$ cat src/rtl/memory_stream_writer.sv
// memory_stream_writer
//
// Write-side loader for a coreir_mem style memory. After a START pulse the
// block takes up to `depth` words from a valid/ready stream and writes them
// to consecutive addresses starting at 0. It then pulses DONE for one cycle
// so that readers know the contents are ready.
//
// Ports
//   CLK         clock; all state changes on the rising edge
//   ASYNCRESET  asynchronous active-high reset
//   START       begin a fill; sampled only in IDLE
//   COUNT       number of words to write; sampled together with START
//   I_VALID     stream word valid
//   I_DATA      stream word
//   I_READY     the block accepts I_DATA this cycle (decoded from state)
//   WADDR       memory write address (registered)
//   WDATA       memory write data (registered)
//   WEN         memory write enable (registered)
//   BUSY        a fill is in progress (registered)
//   DONE        one-cycle completion pulse (registered)
//   ERR         sticky: COUNT exceeded depth on the last START (registered)

module memory_stream_writer #(
    parameter int   width = 5,
    parameter int   depth = 4,
    localparam int  AW    = $clog2(depth)
) (
    input  logic             CLK,
    input  logic             ASYNCRESET,
    input  logic             START,
    input  logic [AW:0]      COUNT,
    input  logic             I_VALID,
    input  logic [width-1:0] I_DATA,
    output logic             I_READY,
    output logic [AW-1:0]    WADDR,
    output logic [width-1:0] WDATA,
    output logic             WEN,
    output logic             BUSY,
    output logic             DONE,
    output logic             ERR
);

    typedef enum logic [1:0] {
        ST_IDLE,
        ST_FILL,
        ST_DONE
    } state_t;

    // COUNT is one bit wider than the address so that depth itself fits.
    localparam logic [AW:0]   DEPTH_W  = (AW+1)'(depth);
    localparam logic [AW-1:0] ADDR_ONE = AW'(1);
    localparam logic [AW:0]   CNT_ONE  = (AW+1)'(1);

    state_t             state_q, state_d;
    logic [AW:0]        n_q, n_d;
    logic [AW:0]        cnt_q, cnt_d;
    logic [AW-1:0]      addr_q, addr_d;
    logic [AW-1:0]      waddr_q, waddr_d;
    logic [width-1:0]   wdata_q, wdata_d;
    logic               wen_q, wen_d;
    logic               busy_q, busy_d;
    logic               done_q, done_d;
    logic               err_q, err_d;

    // Next-state and next-output logic. WEN and DONE are pulses and default
    // to 0 every cycle; WADDR/WDATA hold unless a word is accepted. The
    // address counter wraps to 0 after the last word of a full-depth fill,
    // which is harmless because the fill ends on that same word.
    always_comb begin
        state_d = state_q;
        n_d     = n_q;
        cnt_d   = cnt_q;
        addr_d  = addr_q;
        waddr_d = waddr_q;
        wdata_d = wdata_q;
        wen_d   = 1'b0;
        busy_d  = busy_q;
        done_d  = 1'b0;
        err_d   = err_q;

        case (state_q)
            ST_IDLE: begin
                busy_d = 1'b0;
                if (START) begin
                    n_d    = (COUNT > DEPTH_W) ? DEPTH_W : COUNT;
                    cnt_d  = '0;
                    addr_d = '0;
                    err_d  = (COUNT > DEPTH_W);
                    if (COUNT == '0) begin
                        state_d = ST_DONE;
                        done_d  = 1'b1;
                    end else begin
                        state_d = ST_FILL;
                        busy_d  = 1'b1;
                    end
                end
            end

            ST_FILL: begin
                // I_READY is high throughout FILL, so I_VALID alone marks a handshake.
                if (I_VALID) begin
                    wen_d   = 1'b1;
                    waddr_d = addr_q;
                    wdata_d = I_DATA;
                    addr_d  = addr_q + ADDR_ONE;
                    cnt_d   = cnt_q + CNT_ONE;
                    if ((cnt_q + CNT_ONE) == n_q) begin
                        state_d = ST_DONE;
                        done_d  = 1'b1;
                        busy_d  = 1'b0;
                    end
                end
            end

            ST_DONE: begin
                state_d = ST_IDLE;
                busy_d  = 1'b0;
            end

            default: begin
                state_d = ST_IDLE;
                busy_d  = 1'b0;
            end
        endcase
    end

    // State and output registers; reset clears every output and counter.
    always_ff @(posedge CLK or posedge ASYNCRESET) begin
        if (ASYNCRESET) begin
            state_q <= ST_IDLE;
            n_q     <= '0;
            cnt_q   <= '0;
            addr_q  <= '0;
            waddr_q <= '0;
            wdata_q <= '0;
            wen_q   <= 1'b0;
            busy_q  <= 1'b0;
            done_q  <= 1'b0;
            err_q   <= 1'b0;
        end else begin
            state_q <= state_d;
            n_q     <= n_d;
            cnt_q   <= cnt_d;
            addr_q  <= addr_d;
            waddr_q <= waddr_d;
            wdata_q <= wdata_d;
            wen_q   <= wen_d;
            busy_q  <= busy_d;
            done_q  <= done_d;
            err_q   <= err_d;
        end
    end

    assign I_READY = (state_q == ST_FILL);
    assign WADDR   = waddr_q;
    assign WDATA   = wdata_q;
    assign WEN     = wen_q;
    assign BUSY    = busy_q;
    assign DONE    = done_q;
    assign ERR     = err_q;

endmodule

$ cat config.mk
export PLATFORM = sky130hd
export DESIGN_NAME = memory_stream_writer
export DESIGN_NICKNAME = d
export VERILOG_FILES = /design/src/rtl/memory_stream_writer.sv
export SDC_FILE = /design/constraint.sdc
export NUM_CORES = 1
export LEC_CHECK = 0
export ABC_AREA = 1
export CORE_ASPECT_RATIO = 1.1
export CORE_MARGIN = 10
export CORE_UTILIZATION = 33
export CTS_CLUSTER_SIZE = 14
export DETAILED_ROUTE_END_ITERATION = 7
export GPL_ROUTABILITY_DRIVEN = 0
export PLACE_DENSITY = 0.57
export SYNTH_ARGS = -nofsm -noshare
export SYNTH_HDL_FRONTEND = slang
export SYNTH_SLANG_ARGS = --single-unit
$ cat constraint.sdc
create_clock -name CLK -period 2.55 [get_ports CLK]
set_input_delay 0.3825 -clock CLK [delete_from_list [all_inputs] [get_ports CLK]]
set_output_delay 0.3825 -clock CLK [all_outputs]
set_load 0.005 [all_outputs]
==> summary.md <==
The flow ran to the end, and the final reports show no timing, DRC or antenna violations. The critical path launch point type was a flip-flop. For this run, the top clock speed supported by timing is 0.550 GHz.

The floorplan step defined a die boundary enclosing 5210 µm². The capturing element type of the critical path is a primary output. The number of antenna diodes in the final layout is 0. The total area inside the core boundary comes to 2540 µm². The cell area after placement was 1150 µm². Setup repair after global routing left no endpoint under its margin. The logs give 462 µV for the maximum vdd drop and 22 for the largest net degree at the start of global routing.

The share of cells above drive strength 1 was 4.72%. The number of hold buffers added after CTS is 0, and the clock transition time at the flip-flop clock pins of the worst setup and hold paths is 0.11 ns. With fillers left out, the area of the finished cells amounts to 1180 µm². After synthesis, the mean cell area works out to 8.81 µm². The number of gates resized after CTS was 0.

For this run, the post-layout net count is 141. In this run the cell area of the synthesized design comes to 898 µm². For the final max-slew violation count, the log shows 0. The die is 69.7 µm wide. The global-route wire length before repair came out at 3460 µm. Cells fill 46.3% of the core in the end. Across the routed clock network, the largest skew measured is 0.00496 ns.

The logs give 751 for the number of global-route vias before repair and 21 for the number of sinks handled by clock tree synthesis. The category of the most critical setup path was reg -> out. The routed design has 1990 µm of wire. Number of antenna violations at the first check in global routing: 0. For the number of buffers inserted during clock tree synthesis, the log shows 3. In the layout the commonest cells are sky130_fd_sc_hd__nand2_1, sky130_fd_sc_hd__clkdlybuf4s50_1, sky130_fd_sc_hd__dfrtp_1, sky130_fd_sc_hd__inv_1, sky130_fd_sc_hd__o21ai_0. For the remaining max-slew budget at the tightest pin, the log shows 45.8%. The worst endpoint required time was 2.17 ns; the leakage power figure was 0.577 nW. TritonCTS built the clock tree. The leading cell type in the layout, fill and taps excluded was sky130_fd_sc_hd__nand2_1. Setup slack on the worst reg-to-reg path comes out at 1.21 ns. Post-CTS timing repair inserted 0 buffers for setup. The smallest clock period supported by the final layout is computed as 1.82 ns. The count of endpoints failing setup in the final report is 0. For the global-route total usage across every layer, the log shows 8.07%. After layout, the worst path uses 71.3% of the clock period. The worst hold path belongs to the class reg -> reg. Overall power consumption after layout is estimated at 1.30 mW. During placement, the flow inserted port buffers numbering 23. The areal power density over the cells was 1110 nW/µm²; the net count of the mapped netlist was 115. Synthesis-stage register bit count: 21. For this run, design rule violations remaining after detail routing come to 0. Slew at the pin closest to its max-slew limit: 0.812 ns. The logs give 0 for the total of warnings raised by yosys and 0 for the number of maximum-capacitance violations.

The tools report the clock network latency to the later pin of the worst-skew pair as 0.29 ns. Post-route worst hold slack: 0.491 ns. Dividing the detail-routed wire length by the instance count gives 12.6 µm.

In the routed layout, each cell is associated on average with a via count of 4.56. At the worst endpoint, the arrival time is 1.44 ns. Adding up every negative setup slack in the final design gives 0 ns. Synthesized netlist cell count: 102.

Along the worst path, the maximum fanout reaches 5. During I/O placement, the number of pins put on the boundary was 24. The total overflow left after global routing is 0. Measured along the y axis, the die boundary spans 74.7 µm. After floorplanning, the core was divided into 19 placement rows.

The netlist uses 18 different library cells. The number of vias after detailed routing is 720, and the starting DRC count in detailed routing is 20. The final hold violation count is 0.

The detail route stage leaves a number of antenna-violating nets equal to 0. The number of H-tree levels is 1. The number of iterations in the first detailed-routing pass was 5; the post-detailed-placement half-perimeter wirelength was 1530 µm.

Cell chosen for the clock root: sky130_fd_sc_hd__clkbuf_4. The area growth from synthesis to final layout came out at 31.1%. For this configuration, the core starts out at a cell density of 35.3%. After synthesis, flip-flops and latches occupy 58.5% of the total area. In this run the deepest clock path goes through 2 buffers.
==> final timing paths <==
kind / startpoint / to / depth (start not counted)
min in group asynchronous: ASYNCRESET / state_q[1] / 2
worst min-delay path: addr_q[1] / addr_q[1] / 1
worst max-delay path: state_q[1] / I_READY / 2
worst min register to register: addr_q[1] / addr_q[1] / 1
worst max register to register: cnt_q[0] / state_q[1] / 7
max in group asynchronous: ASYNCRESET / WADDR[1] / 2
==> kinds of logic after synthesis <==
logic type / count (synthesis) / synth area share, %
AND/OR/NAND/NOR: 54 / 25.5
flip-flops: 21 / 58.5
AO/OA/AOI/OAI: 13 / 7.52
buffers and inverters: 12 / 6.13
XOR/XNOR: 1 / 0.975
adder cells (fa/ha/maj): 1 / 1.39
==> report_power, final <==
part	switching (mW)	total (mW)	internal, mW	leakage [nW]
clock	0.0937	0.155	0.0609	0.0150
sequential	0.0892	0.568	0.479	0.265
combinational	0.287	0.580	0.293	0.297
total	0.470	1.30	0.833	0.577
==> registers in the layout, summed over array words and instances (netlist names) <==
signal / count
cnt_q: 3
DONE: 1
n_q: 3
ERR: 1
WDATA: 5
WEN: 1
addr_q: 2
state_q: 2
BUSY: 1
WADDR: 2
==> cells in the mapped netlist <==
master / number / area (µm²)
sky130_fd_sc_hd__nand2_1: 40 / 150
sky130_fd_sc_hd__dfrtp_1: 21 / 526
sky130_fd_sc_hd__inv_1: 9 / 33.8
sky130_fd_sc_hd__o21ai_0: 8 / 40.0
sky130_fd_sc_hd__nand3_1: 7 / 35.0
sky130_fd_sc_hd__o21ai_1: 4 / 20.0
sky130_fd_sc_hd__nor2_1: 2 / 7.51
sky130_fd_sc_hd__buf_2: 1 / 5.00
sky130_fd_sc_hd__buf_6: 1 / 11.3
sky130_fd_sc_hd__clkinv_2: 1 / 5.00
sky130_fd_sc_hd__ha_1: 1 / 12.5
sky130_fd_sc_hd__nand2_2: 1 / 6.26
sky130_fd_sc_hd__nand3b_1: 1 / 7.51
sky130_fd_sc_hd__nor2_4: 1 / 11.3
sky130_fd_sc_hd__nor3_1: 1 / 5.00
sky130_fd_sc_hd__o21a_1: 1 / 7.51
sky130_fd_sc_hd__or2_1: 1 / 6.26
sky130_fd_sc_hd__xnor2_1: 1 / 8.76
==> layer usage <==
| layer | up-vias | wire [µm] | track usage, % |
|---|---|---|---|
| met3 | 2 | 74 | 1.97 |
| met4 | 0 | 14 | 4.61 |
| met2 | 11 | 1050 | 14.2 |
| met1 | 337 | 844 | 8.86 |
| li1 | 370 | - | - |
| met5 | - | 0 | 0 |
==> final cells by class <==
cell class / instances / area [µm²]
flip-flops and latches: 21 / 526
inverters: 10 / 38.8
clock buffers: 4 / 26.3
multi-input cells: 69 / 318
well taps: 31 / 38.8
fillers: 248 / 1370
repair buffers: 23 / 230
==> stage by stage <==
step,worst slack [ns],cells
floorplan,1.34,102
global placement,0.977,154
detailed placement,0.953,154
CTS,0.704,158
global route,0.636,158
finish,0.731,158
==> worst max-delay path, stage by stage (launching register included) <==
cell and delay, ns:
sky130_fd_sc_hd__dfrtp_1 0.43, sky130_fd_sc_hd__nor2_4 0.18, sky130_fd_sc_hd__clkdlybuf4s50_1 0.53
No activity file was read; power rests on OpenSTA's default activity.
